<file path="src/rtl/control_unit_if.sv">
// control_unit_if
// Groups the control unit's datapath-facing signals into one bundle.
//   master : held by control_unit; reads IR, CON_FF and Stop, drives every
//            bus enable, register load, memory strobe, ALU opcode and Run.
//   slave  : held by the DataPath side (or a bench); drives IR, CON_FF and
//            Stop and observes the strobes.
// Clock and clear stay plain ports on the module that uses this bundle.
interface control_unit_if;
    logic [31:0] IR;
    logic        CON_FF;
    logic        Stop;

    logic        PCout, Zlowout, MDRout, Rout, BAout, Cout;
    logic        PCin, IRin, MARin, MDRin, Yin, Zin, Rin, CONin;
    logic        Gra, Grb, Grc;
    logic        IncPC;
    logic        Read, Write;
    logic [4:0]  operation;
    logic        Run;

    modport master (
        input  IR, CON_FF, Stop,
        output PCout, Zlowout, MDRout, Rout, BAout, Cout,
        output PCin, IRin, MARin, MDRin, Yin, Zin, Rin, CONin,
        output Gra, Grb, Grc, IncPC, Read, Write, operation, Run
    );

    modport slave (
        output IR, CON_FF, Stop,
        input  PCout, Zlowout, MDRout, Rout, BAout, Cout,
        input  PCin, IRin, MARin, MDRin, Yin, Zin, Rin, CONin,
        input  Gra, Grb, Grc, IncPC, Read, Write, operation, Run
    );
endinterface

</file>
<file path="src/rtl/control_unit.sv">
// control_unit
// Hardwired Moore control unit for DataPath. Steps each instruction through
// T0..T7 (fetch in T0..T2, execute from T3) and owns the Run/halt status.
// Ports:
//   Clock : rising-edge clock
//   clear : asynchronous active-low reset, forces RESET with all outputs 0
//   bus   : control_unit_if.master
//           inputs  IR (opcode IR[31:27]), CON_FF (branch flag), Stop
//           outputs bus enables, register loads, Gra/Grb/Grc, IncPC,
//                   Read/Write, operation[4:0], Run
module control_unit #(
    parameter logic [4:0] OP_ADD = 5'b00011,
    parameter logic [4:0] OP_AND = 5'b01001,
    parameter logic [4:0] OP_OR  = 5'b01010
) (
    input  logic           Clock,
    input  logic           clear,
    control_unit_if.master bus
);

    typedef enum logic [3:0] {
        RESET, T0, T1, T2, T3, T4, T5, T6, T7, HALT
    } state_t;

    state_t     state, next_state;
    logic [4:0] opcode;
    logic       is_ld, is_ldi, is_st, is_alu, is_imm, is_br, is_jr, is_halt;
    logic       has_execute;
    logic       final_state;
    logic [4:0] imm_op;

    assign opcode  = bus.IR[31:27];
    assign is_ld   = (opcode == 5'b00000);
    assign is_ldi  = (opcode == 5'b00001);
    assign is_st   = (opcode == 5'b00010);
    assign is_alu  = (opcode >= 5'b00011) && (opcode <= 5'b01010);
    assign is_imm  = (opcode >= 5'b01011) && (opcode <= 5'b01101);
    assign is_br   = (opcode == 5'b10010);
    assign is_jr   = (opcode == 5'b10011);
    assign is_halt = (opcode == 5'b11010);

    // Opcodes that run past fetch; everything else (nop, unknown) ends at T2.
    assign has_execute = is_ld | is_ldi | is_st | is_alu | is_imm | is_br | is_jr;

    // addi/andi/ori share one datapath sequence and differ only in ALU code.
    assign imm_op = (opcode == 5'b01100) ? OP_AND :
                    (opcode == 5'b01101) ? OP_OR  : OP_ADD;

    // State register; clear drops the FSM to RESET without waiting for a clock.
    always_ff @(posedge Clock or negedge clear) begin
        if (!clear) state <= RESET;
        else        state <= next_state;
    end

    // Next-state logic. final_state marks the last state of an instruction;
    // only there is Stop consulted, so a Stop pulse elsewhere has no effect.
    always_comb begin
        next_state  = state;
        final_state = 1'b0;
        case (state)
            RESET: next_state = T0;
            T0:    next_state = T1;
            T1:    next_state = T2;
            T2: begin
                if (is_halt)          next_state = HALT;
                else if (has_execute) next_state = T3;
                else                  final_state = 1'b1;
            end
            T3: begin
                if (is_jr) final_state = 1'b1;
                else       next_state  = T4;
            end
            T4:    next_state = T5;
            T5: begin
                if (is_ldi | is_alu | is_imm) final_state = 1'b1;
                else                          next_state  = T6;
            end
            T6: begin
                if (is_br) final_state = 1'b1;
                else       next_state  = T7;
            end
            T7:    final_state = 1'b1;
            HALT:  next_state = HALT;
            default: next_state = RESET;
        endcase
        if (final_state) next_state = bus.Stop ? HALT : T0;
    end

    // Moore outputs decoded from the state and the held IR. CON_FF only
    // matters in T6 of br, where it gates the PC update.
    always_comb begin
        bus.PCout     = 1'b0;
        bus.Zlowout   = 1'b0;
        bus.MDRout    = 1'b0;
        bus.Rout      = 1'b0;
        bus.BAout     = 1'b0;
        bus.Cout      = 1'b0;
        bus.PCin      = 1'b0;
        bus.IRin      = 1'b0;
        bus.MARin     = 1'b0;
        bus.MDRin     = 1'b0;
        bus.Yin       = 1'b0;
        bus.Zin       = 1'b0;
        bus.Rin       = 1'b0;
        bus.CONin     = 1'b0;
        bus.Gra       = 1'b0;
        bus.Grb       = 1'b0;
        bus.Grc       = 1'b0;
        bus.IncPC     = 1'b0;
        bus.Read      = 1'b0;
        bus.Write     = 1'b0;
        bus.operation = 5'b00000;
        bus.Run       = (state != RESET) && (state != HALT);
        case (state)
            T0: begin
                bus.PCout = 1'b1; bus.MARin = 1'b1; bus.IncPC = 1'b1; bus.Zin = 1'b1;
            end
            T1: begin
                bus.Zlowout = 1'b1; bus.PCin = 1'b1; bus.Read = 1'b1; bus.MDRin = 1'b1;
            end
            T2: begin
                bus.MDRout = 1'b1; bus.IRin = 1'b1;
            end
            T3: begin
                if (is_ld | is_ldi | is_st) begin
                    bus.Grb = 1'b1; bus.BAout = 1'b1; bus.Yin = 1'b1;
                end else if (is_alu | is_imm) begin
                    bus.Grb = 1'b1; bus.Rout = 1'b1; bus.Yin = 1'b1;
                end else if (is_br) begin
                    bus.Gra = 1'b1; bus.Rout = 1'b1; bus.CONin = 1'b1;
                end else if (is_jr) begin
                    bus.Gra = 1'b1; bus.Rout = 1'b1; bus.PCin = 1'b1;
                end
            end
            T4: begin
                if (is_ld | is_ldi | is_st) begin
                    bus.Cout = 1'b1; bus.Zin = 1'b1; bus.operation = OP_ADD;
                end else if (is_alu) begin
                    bus.Grc = 1'b1; bus.Rout = 1'b1; bus.Zin = 1'b1; bus.operation = opcode;
                end else if (is_imm) begin
                    bus.Cout = 1'b1; bus.Zin = 1'b1; bus.operation = imm_op;
                end else if (is_br) begin
                    bus.PCout = 1'b1; bus.Yin = 1'b1;
                end
            end
            T5: begin
                if (is_ld | is_st) begin
                    bus.Zlowout = 1'b1; bus.MARin = 1'b1;
                end else if (is_ldi | is_alu | is_imm) begin
                    bus.Zlowout = 1'b1; bus.Gra = 1'b1; bus.Rin = 1'b1;
                end else if (is_br) begin
                    bus.Cout = 1'b1; bus.Zin = 1'b1; bus.operation = OP_ADD;
                end
            end
            T6: begin
                if (is_ld) begin
                    bus.Read = 1'b1; bus.MDRin = 1'b1;
                end else if (is_st) begin
                    bus.Gra = 1'b1; bus.Rout = 1'b1; bus.MDRin = 1'b1;
                end else if (is_br && bus.CON_FF) begin
                    bus.Zlowout = 1'b1; bus.PCin = 1'b1;
                end
            end
            T7: begin
                if (is_ld) begin
                    bus.MDRout = 1'b1; bus.Gra = 1'b1; bus.Rin = 1'b1;
                end else if (is_st) begin
                    bus.Write = 1'b1;
                end
            end
            default: ;
        endcase
    end

endmodule
</file>
<file path="src/flat_wrapper.sv">
// flat-port wrapper written by rule: the top's interface ports become plain ports
module control_unit_flat 
#(
    parameter logic [4:0] OP_ADD = 5'b00011,
    parameter logic [4:0] OP_AND = 5'b01001,
    parameter logic [4:0] OP_OR  = 5'b01010
)
  (Clock, clear, bus_IR, bus_CON_FF, bus_Stop, bus_PCout, bus_Zlowout, bus_MDRout, bus_Rout, bus_BAout, bus_Cout, bus_PCin, bus_IRin, bus_MARin, bus_MDRin, bus_Yin, bus_Zin, bus_Rin, bus_CONin, bus_Gra, bus_Grb, bus_Grc, bus_IncPC, bus_Read, bus_Write, bus_operation, bus_Run);
  control_unit_if bus_i ();
  input  logic Clock;
  input  logic clear;
  input wire logic [$bits(bus_i.IR)-1:0] bus_IR;
  input wire logic [$bits(bus_i.CON_FF)-1:0] bus_CON_FF;
  input wire logic [$bits(bus_i.Stop)-1:0] bus_Stop;
  output wire logic [$bits(bus_i.PCout)-1:0] bus_PCout;
  output wire logic [$bits(bus_i.Zlowout)-1:0] bus_Zlowout;
  output wire logic [$bits(bus_i.MDRout)-1:0] bus_MDRout;
  output wire logic [$bits(bus_i.Rout)-1:0] bus_Rout;
  output wire logic [$bits(bus_i.BAout)-1:0] bus_BAout;
  output wire logic [$bits(bus_i.Cout)-1:0] bus_Cout;
  output wire logic [$bits(bus_i.PCin)-1:0] bus_PCin;
  output wire logic [$bits(bus_i.IRin)-1:0] bus_IRin;
  output wire logic [$bits(bus_i.MARin)-1:0] bus_MARin;
  output wire logic [$bits(bus_i.MDRin)-1:0] bus_MDRin;
  output wire logic [$bits(bus_i.Yin)-1:0] bus_Yin;
  output wire logic [$bits(bus_i.Zin)-1:0] bus_Zin;
  output wire logic [$bits(bus_i.Rin)-1:0] bus_Rin;
  output wire logic [$bits(bus_i.CONin)-1:0] bus_CONin;
  output wire logic [$bits(bus_i.Gra)-1:0] bus_Gra;
  output wire logic [$bits(bus_i.Grb)-1:0] bus_Grb;
  output wire logic [$bits(bus_i.Grc)-1:0] bus_Grc;
  output wire logic [$bits(bus_i.IncPC)-1:0] bus_IncPC;
  output wire logic [$bits(bus_i.Read)-1:0] bus_Read;
  output wire logic [$bits(bus_i.Write)-1:0] bus_Write;
  output wire logic [$bits(bus_i.operation)-1:0] bus_operation;
  output wire logic [$bits(bus_i.Run)-1:0] bus_Run;
  assign bus_i.IR = bus_IR;
  assign bus_i.CON_FF = bus_CON_FF;
  assign bus_i.Stop = bus_Stop;
  assign bus_PCout = bus_i.PCout;
  assign bus_Zlowout = bus_i.Zlowout;
  assign bus_MDRout = bus_i.MDRout;
  assign bus_Rout = bus_i.Rout;
  assign bus_BAout = bus_i.BAout;
  assign bus_Cout = bus_i.Cout;
  assign bus_PCin = bus_i.PCin;
  assign bus_IRin = bus_i.IRin;
  assign bus_MARin = bus_i.MARin;
  assign bus_MDRin = bus_i.MDRin;
  assign bus_Yin = bus_i.Yin;
  assign bus_Zin = bus_i.Zin;
  assign bus_Rin = bus_i.Rin;
  assign bus_CONin = bus_i.CONin;
  assign bus_Gra = bus_i.Gra;
  assign bus_Grb = bus_i.Grb;
  assign bus_Grc = bus_i.Grc;
  assign bus_IncPC = bus_i.IncPC;
  assign bus_Read = bus_i.Read;
  assign bus_Write = bus_i.Write;
  assign bus_operation = bus_i.operation;
  assign bus_Run = bus_i.Run;
  control_unit #(.OP_ADD(OP_ADD), .OP_AND(OP_AND), .OP_OR(OP_OR)) u_core (.Clock(Clock), .clear(clear), .bus(bus_i));
endmodule
</file>
<file path="config.mk">
export PLATFORM = sky130hd
export DESIGN_NAME = control_unit_flat
export DESIGN_NICKNAME = d
export VERILOG_FILES = /design/src/rtl/control_unit_if.sv /design/src/rtl/control_unit.sv /design/src/flat_wrapper.sv
export SDC_FILE = /design/constraint.sdc
export NUM_CORES = 1
export LEC_CHECK = 0
export ABC_AREA = 1
export ABC_CLOCK_PERIOD_IN_PS = 3000
export CORE_AREA = 2 2 49 51
export DETAILED_ROUTE_END_ITERATION = 7
export DIE_AREA = 0 0 51 53
export PLACE_DENSITY = 0.87
export SETUP_SLACK_MARGIN = 0.05
export SLEW_MARGIN = 0
export SYNTH_ARGS = -nofsm -noshare
export SYNTH_HDL_FRONTEND = slang
export SYNTH_SLANG_ARGS = --single-unit
</file>
<file path="constraint.sdc">
create_clock -name Clock -period 3 [get_ports Clock]
set_input_delay 0.3 -clock Clock [delete_from_list [all_inputs] [get_ports Clock]]
set_output_delay 0.3 -clock Clock [all_outputs]
set_load 0.01 [all_outputs]
</file>
# Word level (Yosys, flattened, before mapping)

Cells that the tools add are included.

Register bits: 4
Input bits: 36
Output and inout port bits: 26
Word-level logic and storage cells: 123

Magnitude comparators: 4
Equal/unequal tests: 22
Muxes and demuxes: 78
Bitwise operators: 10
Reductions and logical operators: 8

Operators by type and width:

| operator                                                          | number |
|---|---|
| 2-to-1 mux 1 bit                                                  | 47 |
| case mux 4 bit (10 select lines)                                  | 1 |
| 2-to-1 mux 4 bit                                                  | 8 |
| 2-to-1 mux 5 bit                                                  | 6 |
| == test 4 x 3 -> 1 bit, second input constant                     | 4 |
| case mux 1 bit (2 select lines)                                   | 8 |
| == test 5 bit, second input constant                              | 3 |
| case mux 1 bit (3 select lines)                                   | 4 |
| == test 5 x 4 -> 1 bit, second input constant                     | 2 |
| less-or-equal comparator 5 x 4 -> 1 bit, second input constant    | 2 |
| OR 1 bit                                                          | 10 |
| case mux 5 bit (2 select lines)                                   | 1 |
| == test 4 x 2 -> 1 bit, second input constant                     | 2 |
| == test 4 bit, second input constant                              | 2 |
| != test 3 bit, second input constant                              | 2 |
| == test 5 x 1 -> 1 bit, second input constant                     | 1 |
| == test 5 x 2 -> 1 bit, second input constant                     | 1 |
| greater-or-equal comparator 5 x 2 -> 1 bit, second input constant | 1 |
| greater-or-equal comparator 5 x 4 -> 1 bit, second input constant | 1 |
| logical NOT 5 bit                                                 | 1 |
| case mux 1 bit (5 select lines)                                   | 1 |
| AND reduction 5 bit                                               | 1 |
| == test 4 x 1 -> 1 bit, second input constant                     | 1 |
| logical AND 1 bit                                                 | 4 |
| other kinds (8)                                                   | 8 |

# Longest topological paths before layout

Depth in word-level cells: 12
Depth in mapped cells: 10
Gate-level depth less buffers: 9

# Least setup slack after synthesis

OpenSTA, ideal clock, no wires.

Path type: input port to output port
Start: input port bus_IR[28]
End: output port bus_operation[0]
Data arrival time: 1179 ps
Required time: 2700 ps
Slack: 1521 ps
Stages on the path: 8
Buffers on the path: 1
Cells stage by stage: buf_4 -> nand2_1 -> nand2_1 -> nand2_1 -> nand3_2 -> inv_1 -> nand2_1 -> o211ai_1

Word-level cells in the longest chain between the ends: 7

RTL lines:

| element                                                                  | line                                     | RTL |
|---|---|---|
| start: declaration                                                       | flat_wrapper.sv:12                       | `input wire logic [$bits(bus_i.IR)-1:0] bus_IR;` |
| greater-or-equal comparator 5 x 2 -> 1 bit, or another cell as far along | control_unit.sv:36                       | `assign is_alu = (opcode >= 5'b00011) && (opcode <= 5'b01010);` |
| logical AND 1 bit or 2-to-1 mux 4 bit (tied branches)                    | control_unit.sv:36, control_unit.sv:47   |  |
| OR 1 bit or 2-to-1 mux 5 bit (tied branches)                             | control_unit.sv:149, control_unit.sv:46  |  |
| OR 1 bit or 2-to-1 mux 5 bit (tied branches)                             | control_unit.sv:149, control_unit.sv:140 |  |
| 2-to-1 mux 5 bit (on tied branches)                                      | control_unit.sv:149, control_unit.sv:138 |  |
| 2-to-1 mux 5 bit (on tied branches)                                      | control_unit.sv:147, control_unit.sv:136 |  |
| case mux 5 bit (2 select lines) *                                        | control_unit.sv:114                      | `case (state)` |
| end: declaration                                                         | flat_wrapper.sv:35                       | `output wire logic [$bits(bus_i.operation)-1:0] bus_operation;` |

Mark *: on every way between the ends. The rest lies on a longest branch, timed or not.

# Worst setup path in the final report

Start: input port bus_IR[28]
End: output port bus_operation[1]

Word-level cells in the longest chain between the ends: 7

RTL lines:

| element                                                                                               | line                | RTL |
|---|---|---|
| greater-or-equal comparator 5 x 2 -> 1 bit or less-or-equal comparator 5 x 4 -> 1 bit (tied branches) | control_unit.sv:36  |  |
| logical AND 1 bit                                                                                     | control_unit.sv:36  |  |
| OR 1 bit (2 in a row)                                                                                 | control_unit.sv:149 | `end else if (is_ldi \| is_alu \| is_imm) begin` |
| 2-to-1 mux 5 bit                                                                                      | control_unit.sv:149 |  |
| 2-to-1 mux 5 bit                                                                                      | control_unit.sv:147 | `if (is_ld \| is_st) begin` |
| case mux 5 bit (2 select lines) *                                                                     | control_unit.sv:114 |  |

Marks and branches as above.

==> results.toml <==
[hold_path]
hp-class = "in2async"

[place]
gp_congestion = 0.850
dp_hpwl_um = 1740
io_buffers = 33
placedInstanceArea_um2 = 1050
place_inst = 180

[cts]
cts_buffers = 3
cts_sinks = 4
ctsResizeCount = 0
postCtsSetupRepairBufs = 0
hold_buffers = 0
clockBufferDepth = 2
tritoncts = "built"
cts_root_buf = "clkbuf_4"
worstSkewPairLatency_ns = 0.24
htree_levels = 1
clk_pin_slew_ns = 0.04

[global_route]
grt_max_degree = 9
grt_use_total_pct = 15.8
grt_pass1_vias = 854
grt-ovfl-total = 0
grt_first_pass_wirelength_um = 3440
antenna_found_initial = 0

[timing]
setup_violations = 0
fin_skew_ns = 0.00608
fmax_ghz = 0.384
fin_crit_ns = 2.61
timing.setup.tns_ns = 0
finalHoldViolCount = 0
slew_viol_final = 0
min_period_over_period_pct = 86.9
whs_ns = 0.255
rsz0062_at_grt = "no"

[setup_path]
critPathMaxFanout = 8
worstSetupPathType = "in2out"
cp-end-kind = "output port"
crit_family = "buffers and inverters"
critical_path_required_ns = 2.70
path_cells = "clkdlybuf4s50_1, nand2_1, nand2_1, nand4_1, a21oi_2, o21ai_0, o211ai_1, clkdlybuf4s50_1"
path_depth = 8
critical-path-max-stage-delay_ns = 0.61
cp_num_buf_inv = 2
slowest_stage = "clkdlybuf4s50_1"
rr_worst_depth = 6
arrival_ns = 2.31
cp-start-kind = "input pin"

[synthesis]
netlist_instances = 121
avgSynthCellArea_um2 = 5.76
synth_top_area_cell = "dfrtp_1"
synth_top_family_by_area = "simple AND/OR/NAND/NOR gates"
synth_area_leaders = "dfrtp_1 14%, nand2_1 14%, nand3_1 8.6%"
synth-seq-cells = 4
yosysTopAreaCellShare_pct = 14.4
synth_compound_area_share_pct = 16.3
yosysSeqAreaShare_pct = 14.4
ys_types = 25
synth_nets = 157
yosys-mux-area-fraction_pct = 0
syn_area_um2 = 697
ys_warn_count = 0
synth_fa_ha_area_share_pct = 0
synth-simple-area-share_pct = 54.2
synth_xor_area_share_pct = 0

[routing]
wirelength_um = 2090
via_per_inst = 5.20
antenna_left = 0
wl_per_cell_um = 11.4
drt_iter0_drc = 37
drc = 0
drtPass1Iterations = 4
via_count = 952

[pwr]
power.clock.fraction_pct = 8.8
power_density_nw_per_um2 = 717
ir_worst_vdd_mv = 0.328
power.switching_uw = 370
comb_power_share_pct = 74.7
p_sw_share_pct = 48.2
p_int_uw = 397
p_leak_uw = 0.000479
p_seq_share_pct = 16.5

[finish]
layout.cells.non_filler = 183
n_antenna_cell = 0
top_regs = "u_core.state x4"
largest_reg_flops = 4
syn_to_final_growth_pct = 53.5
regMostFlops = "u_core.state"
design_area_um2 = 1070
fin_nets = 193
fin_util_pct = 49.8
drive_above_1_share_pct = 15.5
final_common_cell = "clkdlybuf4s50_1"
final_cell_mix = "33 x clkdlybuf4s50_1, 26 x nand2_1, 15 x inv_1"

[die]
die_h_um = 53
die_area_um2 = 2700
num_io_pins = 62
coreArea_um2 = 2150
fp.dieW_um = 51
rows = 17
start_util_pct = 32.4

[flow_run]
drv_cap = 0

[status]
status = "finished clean"
## power by group through the flow
stage / clock network, uW / logic (uW) / registers (uW)
floorplan: 0 / 320 / 119
global placement: 0 / 557 / 124
detailed placement: 0 / 572 / 127
CTS: 67.4 / 577 / 126
global route: 68.3 / 633 / 130
finish: 67.2 / 573 / 126
## stage by stage
step           total power [uW]  worst slack, ns
3_3_place_gp                681            0.451
3_5_place_dp                699            0.423
4_1_cts                     771            0.421
5_1_grt                     831            0.254
2_1_floorplan               439             1.52
6_report                    767            0.394
## synthesized netlist by cell type, drive strengths merged
cell type	number
o21ai	8
o211ai	4
nand3	14
nor2	17
nand4	8
inv	22
a31o	1
nor3	3
dfrtp	4
o2111ai	1
a21oi	3
a22oi	1
buf	2
clkinv	1
nand3b	2
conb	1
nand2	29
## final cells by class
cell class / count / area (um2)
tap: 28 / 35.0
multi-input combinational: 92 / 495
clock buffer: 3 / 22.5
timing repair buffer: 33 / 330
fill: 221 / 1080
sequential: 4 / 100
inverter: 23 / 86.3
## final timing paths
path                       slack [ns]             from          endpoint
min                              0.26            clear   u_core.state[0]
min reg2reg                      0.72  u_core.state[3]   u_core.state[1]
max reg2reg                      1.60  u_core.state[3]   u_core.state[3]
max                              0.39       bus_IR[28]  bus_operation[1]
min in group Clock               0.62         bus_Stop   u_core.state[3]
max in group asynchronous        2.58            clear   u_core.state[3]
## cell families after synthesis
group / Yosys count
AND/OR/NAND/NOR: 73
buffers and inverters: 25
AO/OA/AOI/OAI: 18
other: 1
flip-flops: 4
## layer usage
layer	share of wire, %	track usage (%)
met3	9.1	1.41
met4	1.7	5.41
met2	47	27.3
met5	0	0
met1	42	20.5
(Power assumes the default switching activity.)
